### config.mk
export PLATFORM = sky130hd
export DESIGN_NAME = seq_uart_tx
export DESIGN_NICKNAME = d
export VERILOG_FILES = /design/src/rtl/seq_uart_pkg.sv /design/src/rtl/seq_uart_baud.sv /design/src/rtl/seq_uart_tx.sv
export SDC_FILE = /design/constraint.sdc
export NUM_CORES = 1
export LEC_CHECK = 0
export CAP_MARGIN = 10
export CORE_MARGIN = 1.5
export CORE_UTILIZATION = 25
export DETAILED_ROUTE_END_ITERATION = 6
export PLACE_DENSITY = 0.47
export SLEW_MARGIN = 20
export SYNTH_ARGS = -nofsm -noshare
export SYNTH_HDL_FRONTEND = slang
export SYNTH_SLANG_ARGS = --single-unit
### constraint.sdc
create_clock -name clk -period 4.35 [get_ports clk]
set_clock_uncertainty 0.1 [all_clocks]
set_input_delay 0.87 -clock clk [delete_from_list [all_inputs] [get_ports clk]]
set_output_delay 0.87 -clock clk [all_outputs]
set_load 0.1 [all_outputs]
### src/rtl/seq_uart_pkg.sv
// rtl/seq_uart_pkg.sv - shared constants and state encoding for the sequencer UART transmitter
//
// Purpose : Single home for the constants shared by the UART serializer files.
// Contents:
//   SEQ_DP_WIDTH       sequencer datapath width, default payload width per frame
//   UART_CLKS_PER_BIT  default clk cycles per bit (100 MHz / 115200 baud)
//   uart_state_e       frame FSM state encoding
//   uart_frame_cycles  busy-cycle count of one frame for a given width/bit period
package seq_uart_pkg;

    localparam int SEQ_DP_WIDTH      = 8;
    localparam int UART_CLKS_PER_BIT = 868;

    typedef enum logic [1:0] {
        UART_IDLE  = 2'd0,
        UART_START = 2'd1,
        UART_DATA  = 2'd2,
        UART_STOP  = 2'd3
    } uart_state_e;

    // One start bit, data_w data bits and one stop bit, each clks cycles long.
    function automatic int uart_frame_cycles(input int data_w, input int clks);
        return (data_w + 2) * clks;
    endfunction

endpackage

### src/rtl/seq_uart_baud.sv
// rtl/seq_uart_baud.sv - bit-period counter producing one tick per UART bit
//
// Purpose : Counts 0..CLKS_PER_BIT-1 while i_run is high and flags the last
//           cycle of every bit period. The count is held at zero while idle so
//           every frame starts on a fresh, full-length bit period.
// Ports   :
//   clk     in  1  system clock, rising edge
//   rst     in  1  synchronous active-high reset
//   i_run   in  1  high while a frame is in progress; low clears the counter
//   o_tick  out 1  one-cycle pulse on the final cycle of each bit period
module seq_uart_baud
    import seq_uart_pkg::*;
#(
    parameter int CLKS_PER_BIT = UART_CLKS_PER_BIT
) (
    input  logic clk,
    input  logic rst,
    input  logic i_run,
    output logic o_tick
);

    localparam int               CNT_W    = $clog2(CLKS_PER_BIT);
    localparam logic [CNT_W-1:0] CNT_LAST = CNT_W'(CLKS_PER_BIT - 1);

    logic [CNT_W-1:0] cnt_q;
    logic [CNT_W-1:0] cnt_d;
    logic             at_last;

    assign at_last = (cnt_q == CNT_LAST);

    // The tick is decoded straight from the counter flop, so it is aligned
    // with the cycle in which the FSM must decide the next line level.
    assign o_tick = i_run && at_last;

    always_comb begin
        cnt_d = cnt_q;
        if (!i_run) begin
            cnt_d = '0;
        end else if (at_last) begin
            cnt_d = '0;
        end else begin
            cnt_d = cnt_q + CNT_W'(1);
        end
    end

    always_ff @(posedge clk) begin
        if (rst) begin
            cnt_q <= '0;
        end else begin
            cnt_q <= cnt_d;
        end
    end

endmodule

### src/rtl/seq_uart_tx.sv
// rtl/seq_uart_tx.sv - 8N1 UART serializer on the sequencer send port
//
// Purpose : Accepts one word per valid/busy handshake and sends it as a
//           start bit, DATA_W data bits (LSB first) and one stop bit.
// Ports   :
//   clk         in  1       system clock, rising edge
//   rst         in  1       synchronous active-high reset; aborts any frame
//   i_tx_data   in  DATA_W  word to send, sampled only on accept
//   i_tx_valid  in  1       level send request, may be combinational
//   o_tx_busy   out 1       registered, high while a frame is in progress
//   o_txd       out 1       registered serial line, idle high
module seq_uart_tx
    import seq_uart_pkg::*;
#(
    parameter int DATA_W       = SEQ_DP_WIDTH,
    parameter int CLKS_PER_BIT = UART_CLKS_PER_BIT
) (
    input  logic              clk,
    input  logic              rst,
    input  logic [DATA_W-1:0] i_tx_data,
    input  logic              i_tx_valid,
    output logic              o_tx_busy,
    output logic              o_txd
);

    localparam int               IDX_W    = (DATA_W > 1) ? $clog2(DATA_W) : 1;
    localparam logic [IDX_W-1:0] IDX_LAST = IDX_W'(DATA_W - 1);

    uart_state_e       state_q;
    uart_state_e       state_d;
    logic [DATA_W-1:0] shift_q;
    logic [DATA_W-1:0] shift_d;
    logic [IDX_W-1:0]  bit_idx_q;
    logic [IDX_W-1:0]  bit_idx_d;
    logic [IDX_W-1:0]  bit_idx_nxt;
    logic              txd_q;
    logic              txd_d;
    logic              busy_q;
    logic              busy_d;

    logic              baud_run;
    logic              bit_tick;

    // The counter runs for every non-idle state, so it restarts at zero on
    // the cycle right after an accept and wraps on every bit boundary.
    assign baud_run = (state_q != UART_IDLE);

    seq_uart_baud #(
        .CLKS_PER_BIT (CLKS_PER_BIT)
    ) u_baud (
        .clk    (clk),
        .rst    (rst),
        .i_run  (baud_run),
        .o_tick (bit_tick)
    );

    assign bit_idx_nxt = bit_idx_q + IDX_W'(1);

    // Next-state logic. The line level for the coming bit period is computed
    // here and registered, so o_txd only moves on bit boundaries and never
    // passes through combinational decode on its way to the pin.
    always_comb begin
        state_d   = state_q;
        shift_d   = shift_q;
        bit_idx_d = bit_idx_q;
        txd_d     = txd_q;
        busy_d    = busy_q;

        case (state_q)
            UART_IDLE: begin
                txd_d  = 1'b1;
                busy_d = 1'b0;
                if (i_tx_valid && !busy_q) begin
                    shift_d   = i_tx_data;
                    bit_idx_d = '0;
                    state_d   = UART_START;
                    txd_d     = 1'b0;
                    busy_d    = 1'b1;
                end
            end

            UART_START: begin
                if (bit_tick) begin
                    state_d   = UART_DATA;
                    bit_idx_d = '0;
                    txd_d     = shift_q[0];
                end
            end

            UART_DATA: begin
                if (bit_tick) begin
                    if (bit_idx_q == IDX_LAST) begin
                        state_d = UART_STOP;
                        txd_d   = 1'b1;
                    end else begin
                        bit_idx_d = bit_idx_nxt;
                        txd_d     = shift_q[bit_idx_nxt];
                    end
                end
            end

            UART_STOP: begin
                // Busy drops with the stop bit's last edge, so the next
                // accept can happen no earlier than the following cycle.
                if (bit_tick) begin
                    state_d = UART_IDLE;
                    txd_d   = 1'b1;
                    busy_d  = 1'b0;
                end
            end

            default: begin
                state_d = UART_IDLE;
                txd_d   = 1'b1;
                busy_d  = 1'b0;
            end
        endcase
    end

    always_ff @(posedge clk) begin
        if (rst) begin
            state_q   <= UART_IDLE;
            shift_q   <= '0;
            bit_idx_q <= '0;
            txd_q     <= 1'b1;
            busy_q    <= 1'b0;
        end else begin
            state_q   <= state_d;
            shift_q   <= shift_d;
            bit_idx_q <= bit_idx_d;
            txd_q     <= txd_d;
            busy_q    <= busy_d;
        end
    end

    assign o_txd     = txd_q;
    assign o_tx_busy = busy_q;

endmodule

==> results of run 1 <==
## how the worst max path moves through the flow
stage	from	end	slack (ns)
3_5_place_dp	o_tx_busy$_SDFFE_PP0P_	o_tx_busy	1.87
2_1_floorplan	o_tx_busy$_SDFFE_PP0P_	o_tx_busy	2.43
3_3_place_gp	rst	bit_idx_q[1]$_SDFFE_PP0P_	1.89
4_1_cts	o_tx_busy$_SDFFE_PP0P_	o_tx_busy	1.56
5_1_grt	o_tx_busy$_SDFFE_PP0P_	o_tx_busy	1.54
6_report	o_tx_busy$_SDFFE_PP0P_	o_tx_busy	1.57
## Yosys cell counts (4+ instances only)
library cell and instances:
nor3_1 5, nor2_1 19, nand2_1 12, ha_1 7, nand3_1 4, xnor2_1 4
inv_1 6, dfxtp_1 25, mux2i_1 13
## flip-flops by register name, summed over array words and instances, names as in the netlist
register / cells
u_baud.cnt_q: 10
shift_q: 8
bit_idx_q: 3
state_q: 2
o_tx_busy: 1
o_txd: 1
## report_power, final
part / internal [mW] / leakage (nW) / switching [mW] / total (mW)
combinational: 0.130 / 0.345 / 0.220 / 0.350
sequential: 0.265 / 0.204 / 0.0289 / 0.293
clock: 0.0655 / 0.0228 / 0.0730 / 0.139
## kinds of logic (layout without fill, tap and decap cells)
| group | count (synthesis) | count (layout) |
|---|---|---|
| adders and majority gates | 7 | 7 |
| xor gates and xnor gates | 6 | 6 |
| and+or+nand+nor | 61 | 61 |
| DFF | 25 | 25 |
| buffers and inverters | 11 | 22 |
| AOI/OAI and AO/OA | 20 | 20 |
| muxes | 13 | 13 |
## worst reg2reg max path, stage by stage (launching register included)
cell and delay [ns]:
dfxtp_1 0.39, inv_1 0.08, ha_1 0.39, nor4b_4 0.32
nand3_2 0.11, a222oi_1 0.44, mux2i_1 0.24
## cell usage in the layout, fill, tap and decap left out, types with 2 or more instances in the layout
master           count
o211ai_1             3
nand2b_1             3
xnor2_1              4
o41ai_1              3
nand3_1              4
clkbuf_8             3
a21oi_1              3
nand3b_1             2
or3_1                2
dfxtp_1             25
mux2i_1             13
nor2_1              19
nor3_1               5
xor2_1               2
ha_1                 7
inv_1                6
o21ai_0              2
nand2_1             12
clkdlybuf4s50_1     12
## cell type report
| class | count | area [um^2] |
|---|---|---|
| well taps | 70 | 87.6 |
| repair buffers | 12 | 120 |
| clock buffers | 4 | 45.0 |
| multi-input cells | 107 | 791 |
| inverters | 6 | 22.5 |
| flip-flops and latches | 25 | 500 |
| fillers | 559 | 3570 |
## stage by stage
step                hold slack (ns)  std cells
detailed placement            0.358        220
floorplan                     0.330        143
CTS                           0.380        224
finish                        0.375        224
global placement              0.350        220
global route                  0.395        224
## per-layer routing
| metal | wire length [um] | GRT usage [%] | vias to the layer above |
|---|---|---|---|
| li1 | - | - | 534 |
| met2 | 1220 | 16.3 | 13 |
| met1 | 1300 | 12.1 | 473 |
| met3 | 122 | 3.35 | 4 |
| met5 | 0 | 0 | - |
| met4 | 27 | 2.78 | 0 |
==> impl_metrics.toml, run 1 <==
[status]
status = "completed"

[timing]
min_period_ns = 2.78
worst_slew_pin_slew_ns = 0.966
rsz0062_at_grt = "no"
setup_violations = 0
relSlewSlack_pct = 35.4
fin_crit_sh_pct = 63.9
fmax_ghz = 0.360
final-hold-violation-count = 0
setup_tns_ns = 0
slew_violations = 0
setup_ws_ns = 1.57

[critical_path]
arrival_ns = 1.81
rr_worst_depth = 6
crit_chain = "clkdlybuf4s50_1"
cpLargestDelayFamily = "buffers and inverters"
cp_slowest_stage_delay_ns = 1.15
slowest_stage = "clkdlybuf4s50_1"
critPathCaptureType = "output pin"
reg2reg_from = "state_q[0]$_SDFFE_PP0P_"
crit_type = "flop to output pin"
r2r_setup_slack_ns = 2.21
cp.depth = 1
required_ns = 3.38
r2r_end = "state_q[1]$_SDFFE_PP0P_"
worst-path-buf-inv = 1
cp_max_fo = 5
start_kind = "flop"

[grt]
antenna_found_initial = 0
grt_pass1_vias = 1028
grt_max_degree = 16
grt_first_pass_wirelength_um = 4690
overflow = 0
grt_util_all_layers_pct = 9.85

[placed_design]
routabilityCongestion = 0.780
dpl.hpwl_um = 2030
dp_slack_ns = 1.87
port_buffers = 12
postPlaceCellArea_um2 = 1520

[clocking]
hold_buffers = 0
cts_buffers = 3
postCtsSetupBuffers = 0
clk_pin_slew_ns = 0.09
cts-resized-gates = 0
numClockSinks = 25
cts_tree = "yes"
htree_levels = 1
clk_latency_ns = 0.27
cts-root-buf = "clkbuf_8"
ctsLongestPathBuffers = 2

[die]
boundaryPins = 13
start_util_pct = 26.1
rows = 26
core_area_um2 = 5140
die-area_um2 = 5810
die_h_um = 76.2
die_w_um = 76.2

[synth]
synth_area_leaders = "dfxtp_1, mux2i_1, ha_1"
synth_top_family_by_area = "simple AND/OR/NAND/NOR gates"
synth_xor_area_share_pct = 3.92
synth_compound_area_share_pct = 12.4
synth.top_cell.area_share_pct = 37.3
yosys.area.top_type = "dfxtp_1"
async_reset_ff_share_pct = 0
synth_fa_ha_area_share_pct = 6.54
syn-mean-instance-area_um2 = 9.37
synthFlopType = "dfxtp_1"
synthMuxAreaShare_pct = 9.71
ys_seq_elements = 25
synth-simple-area-share_pct = 26.4
ys_seq_area_share_pct = 37.3
synth_edf_count = 0
syn_area_um2 = 1340
syn-num-nets = 161
syn_inst = 143
yosysWarnings = 0
yosysUniqueCellTypes = 43

[power]
p_leak_nw = 0.571
vdd_drop_max_v = 0.000196
p_per_area_nw_per_um2 = 499
total_power_uw = 782

[route]
first_iter_violations = 43
drc = 0
detail_route.wl_per_cell_um = 11.9
ant_nets = 0
vias_per_cell = 4.57
wl_um = 2670
via_count = 1024
dr.pass1.iters = 4

[final_layout]
nets = 173
area_growth_pct = 16.9
final_util_pct = 30.5
diodes = 0
stdcell_area_um2 = 1570
layout-drive-gt1-share_pct = 6.49

[min_path]
holdPathEnd = "u_baud.cnt_q[0]$_SDFF_PP0_"
hp-class = "flop to flop"
hp-start = "u_baud.cnt_q[0]$_SDFF_PP0_"
hold_depth = 1

[run]
cap_violations = 0
No activity file was read; power rests on OpenSTA's default activity.
==> run 2, diff against run 1 <==
==> constraint.sdc (replaced) <==
create_clock -name clk -period 2.8 [get_ports clk]
set_clock_uncertainty 0.1 [all_clocks]
set_input_delay 0.56 -clock clk [delete_from_list [all_inputs] [get_ports clk]]
set_output_delay 0.56 -clock clk [all_outputs]
set_load 0.1 [all_outputs]
==> run 2 against run 1 <==
Sequential power up 56%. Hold slack better by 0.0089 ns. Sequential cell count unchanged. Die area unchanged. Utilization about the same. Critical endpoint is now state_q[0]$_SDFFE_PP0P_. Largest cell class unchanged. Largest power group unchanged.
==> impl_metrics.toml, run 2 (synthesis results as in run 1) <==
[final_layout]
multi_input_area_um2 = 791
area_growth_pct = 17.1
top_register = "u_baud.cnt_q"
nets = 174
layout_commonest_cell = "dfxtp_1"
largest_reg_flops = 10
n_fill_cell = 563
ff_latch_area_um2 = 500
layout-drive-gt1-share_pct = 8.39
layout_common_cells = "dfxtp_1, nor2_1, mux2i_1"
top_regs = "u_baud.cnt_q (10), shift_q (8), bit_idx_q (3)"
diodes = 0

[timing]
setup_tns_ns = 0
worst_slew_pin_slew_ns = 0.582
slew_violations = 0
fmax_ghz = 0.473
setup_violations = 0
fin_crit_sh_pct = 75.5
fin_hold_ws_ns = 0.384
relSlewSlack_pct = 61.0
final-hold-violation-count = 0
rsz0062_at_grt = "no"
min_period_ns = 2.11

[route]
via_count = 1043
wl_um = 2750
drc = 0
dr.pass1.iters = 4
detail_route.wl_per_cell_um = 12.2
ant_nets = 0
first_iter_violations = 47
vias_per_cell = 4.64

[grt]
overflow = 0
grt_util_all_layers_pct = 10.2
grt_pass1_vias = 980
grt_first_pass_wirelength_um = 4620
antenna_found_initial = 0
grt_max_degree = 14

[clocking]
cts-root-buf = "clkbuf_8"
cts_buffers = 3
postCtsSetupBuffers = 0
htree_levels = 1
numClockSinks = 25
clk_pin_slew_ns = 0.09
cts-resized-gates = 0
ctsLongestPathBuffers = 2
cts_tree = "yes"
clk_latency_ns = 0.27
hold_buffers = 0

[placed_design]
port_buffers = 12
dpl.hpwl_um = 2110
routabilityCongestion = 0.770

[die]
core_area_um2 = 5140
die_h_um = 76.2
die-area_um2 = 5810
start_util_pct = 26.1
die_w_um = 76.2
boundaryPins = 13
rows = 26

[critical_path]
cp_slowest_stage_delay_ns = 0.39
crit_type = "flop to flop"
critPathCaptureType = "flop"
start_kind = "flop"
cp_max_fo = 11
arrival_ns = 2.23
crit_chain = "inv_1 -> ha_1 -> nor4b_4 -> nand3_2 -> a222oi_1 -> o221a_1"
slowest_stage = "dfxtp_1"
required_ns = 2.92

[run]
cap_violations = 0

[power]
vdd_drop_max_v = 0.000309
p_leak_nw = 0.578
p_per_area_nw_per_um2 = 773

[status]
status = "completed"

[min_path]
hp-class = "flop to flop"
## run 2: cell count changes in the layout (fill, tap and decap cells not counted), sizes merged
cell,change
buf,+3
clkdlybuf4s50,-2
## run 2: through the flow
stage	std cells	total power, mW	util (%)	setup slack [ns]	area [um^2]
finish	225	1.21	30.5	0.685	1570
global route	225	1.31	30.5	0.514	1570
CTS	225	1.23	30.5	0.669	1570
detailed placement	221	1.01	29.6	0.608	1520
global placement	221	0.991	29.6	0.729	1520
floorplan	143	0.902	-	0.959	1340
## run 2: worst max-delay path, delay by kind of cell (launching register included)
kind,cells,cell delay [ns]
adders and majority gates,1,0.38
DFF,1,0.39
and+or+nand+nor,2,0.46
buffers and inverters,1,0.08
AOI/OAI and AO/OA,2,0.64
## run 2: final cells by class
class / instances / area share (%)
clock buffer: 4 / 2.87
inverter: 6 / 1.44
multi-input combinational: 107 / 50.4
sequential: 25 / 31.9
tap: 70 / 5.58
timing repair buffer: 13 / 7.82
## run 2: final timing paths
| path | end | startpoint | slack (ns) | depth (start not counted) |
|---|---|---|---|---|
| worst max register to register | state_q[0]$_SDFFE_PP0P_ | state_q[0]$_SDFFE_PP0P_ | 0.69 | 6 |
| worst min-delay path | u_baud.cnt_q[0]$_SDFF_PP0_ | u_baud.cnt_q[0]$_SDFF_PP0_ | 0.38 | 1 |
| worst max-delay path | state_q[0]$_SDFFE_PP0P_ | state_q[0]$_SDFFE_PP0P_ | 0.69 | 6 |
| worst min register to register | u_baud.cnt_q[0]$_SDFF_PP0_ | u_baud.cnt_q[0]$_SDFF_PP0_ | 0.38 | 1 |
## run 2: metal layers
metal  vias to the layer above  track usage (%)  wire length, um
met4                         0             5.56               63
met2                        16             16.1             1310
met1                       488             12.6             1270
li1                        534                -                -
met5                         -                0                0
met3                         5             2.75              113
## run 2: power by group
group | total, mW | switching, mW | internal, mW
clock | 0.217 | 0.115 | 0.102
combinational | 0.538 | 0.338 | 0.200
sequential | 0.458 | 0.0470 | 0.411
==> run 3, diff against run 2 <==
==> constraint.sdc (replaced) <==
create_clock -name clk -period 2 [get_ports clk]
set_clock_uncertainty 0.1 [all_clocks]
set_input_delay 0.4 -clock clk [delete_from_list [all_inputs] [get_ports clk]]
set_output_delay 0.4 -clock clk [all_outputs]
set_load 0.1 [all_outputs]
==> run 3 against run 2 <==
Via count rose by 1.2%. Count of clock-buffer cells in the layout is the same. Die area stayed put. Sequential share of layout area down 1.4 points. Design area grew 5.6%. Critical path depth down 1.
==> impl_metrics.toml, run 3 (synthesis results as in run 1) <==
[status]
status = "completed"

[die]
start_util_pct = 26.1
core_area_um2 = 5140
boundaryPins = 13
die_w_um = 76.2
rows = 26
die-area_um2 = 5810
die_h_um = 76.2

[route]
dr.pass1.iters = 4
ant_nets = 0
wl_um = 2870
first_iter_violations = 37
vias_per_cell = 4.57
detail_route.wl_per_cell_um = 12.4
via_count = 1056
drc = 0

[timing]
slew_violations = 0
setup_violations = 0
worst_slew_pin_slew_ns = 0.601
relSlewSlack_pct = 59.7
fmax_ghz = 0.521
fin_crit_sh_pct = 95.9
fin_hold_ws_ns = 0.364
min_period_ns = 1.92
final-hold-violation-count = 0

[critical_path]
r2r_setup_slack_ns = 0.08
crit_type = "flop to flop"
critPathCaptureType = "flop"
cp_max_fo = 7
required_ns = 2.06
arrival_ns = 1.98
start_kind = "flop"

[final_layout]
layout-drive-gt1-share_pct = 14.9
layout_common_cells = "dfxtp_1, nor2_1, mux2i_1"
diodes = 0
top_register = "u_baud.cnt_q"
area_growth_pct = 23.6
largest_reg_flops = 10
top_regs = "u_baud.cnt_q (10), shift_q (8), bit_idx_q (3)"
stdcell_area_um2 = 1660
nets = 180
layout_commonest_cell = "dfxtp_1"

[clocking]
cts_tree = "yes"
numClockSinks = 25
cts_buffers = 3
clk_pin_slew_ns = 0.09
ctsLongestPathBuffers = 2
htree_levels = 1
cts-root-buf = "clkbuf_8"
clk_latency_ns = 0.27

[power]
p_sw_share_pct = 39.7
p_leak_nw = 0.618
pwr-share-clk_pct = 16.4
p_per_area_nw_per_um2 = 1140
vdd_drop_max_v = 0.000396
pwr-share-comb_pct = 49.1
p_switching_uw = 747
p_int_mw = 1.13
seq_power_share_pct = 34.5

[placed_design]
port_buffers = 12
postPlaceCellArea_um2 = 1590
dpl.hpwl_um = 2170
routabilityCongestion = 0.739

[grt]
antenna_found_initial = 0
grt_max_degree = 14
grt_pass1_vias = 1071
grt_first_pass_wirelength_um = 5000
grt_util_all_layers_pct = 10.8
overflow = 0

[run]
cap_violations = 0

[min_path]
hp-class = "flop to flop"
run 3: cell count changes in the layout (fill, tap and decap cells not counted), sizes merged:
cell,before,now
buf,3,9
run 3: path summary, 6_finish.rpt:
kind | to | from | cells past startpoint
max | bit_idx_q[1]$_SDFFE_PP0P_ | state_q[0]$_SDFFE_PP0P_ | 5
max reg2reg | bit_idx_q[1]$_SDFFE_PP0P_ | state_q[0]$_SDFFE_PP0P_ | 5
min reg2reg | u_baud.cnt_q[0]$_SDFF_PP0_ | u_baud.cnt_q[0]$_SDFF_PP0_ | 1
min | u_baud.cnt_q[0]$_SDFF_PP0_ | u_baud.cnt_q[0]$_SDFF_PP0_ | 1
run 3: layout make-up:
class | instances | area [um^2]
repair buffers | 19 | 193
flip-flops and latches | 25 | 505
fillers | 575 | 3480
multi-input cells | 107 | 803
inverters | 6 | 22.5
well taps | 70 | 87.6
clock buffers | 4 | 45.0
run 3: through the flow:
stage	worst slack, ns	total power [mW]	setup TNS (ns)	utilization, %	cells
floorplan	0.159	1.26	0	-	143
global route	-0.00331	2.02	-0.00331	32.2	231
CTS	0.00665	1.85	0	31.9	231
global placement	0.0863	1.53	0	31.0	227
finish	0.0820	1.88	0	32.2	231
detailed placement	-0.0280	1.54	-0.0280	31.0	227
run 3: what timing repair did:
action | in CTS | in global routing
setup endpoints to repair | 0 | 5
hold buffers | 0 | 0
resized for setup | 0 | 7
hold endpoints to repair | 0 | 0
setup buffers | 0 | 0
run 3: per-layer routing:
metal	part of all wire, %	vias up	track usage [%]	wire length, um
li1	-	550	-	-
met1	48	490	13.5	1370
met2	47	11	17.4	1360
met3	2.9	5	2.51	84
met4	2.1	0	5.19	59
met5	0	-	0	0
run 3: power groups by stage:
stage                     clock [mW]  sequential [mW]  combinational [mW]
final                          0.308            0.650               0.924
after global routing           0.341            0.660                1.02
after CTS                      0.319            0.640               0.893
after detailed placement           0            0.651               0.892
after global placement             0            0.649               0.881
after floorplan                    0            0.732               0.531
run 3: worst max-delay path, stage by stage, from the launching register on:
cell and delay (ns):
dfxtp_4 0.38, inv_2 0.06, ha_1 0.29, buf_4 0.19
a221o_1 0.39, o41ai_1 0.41
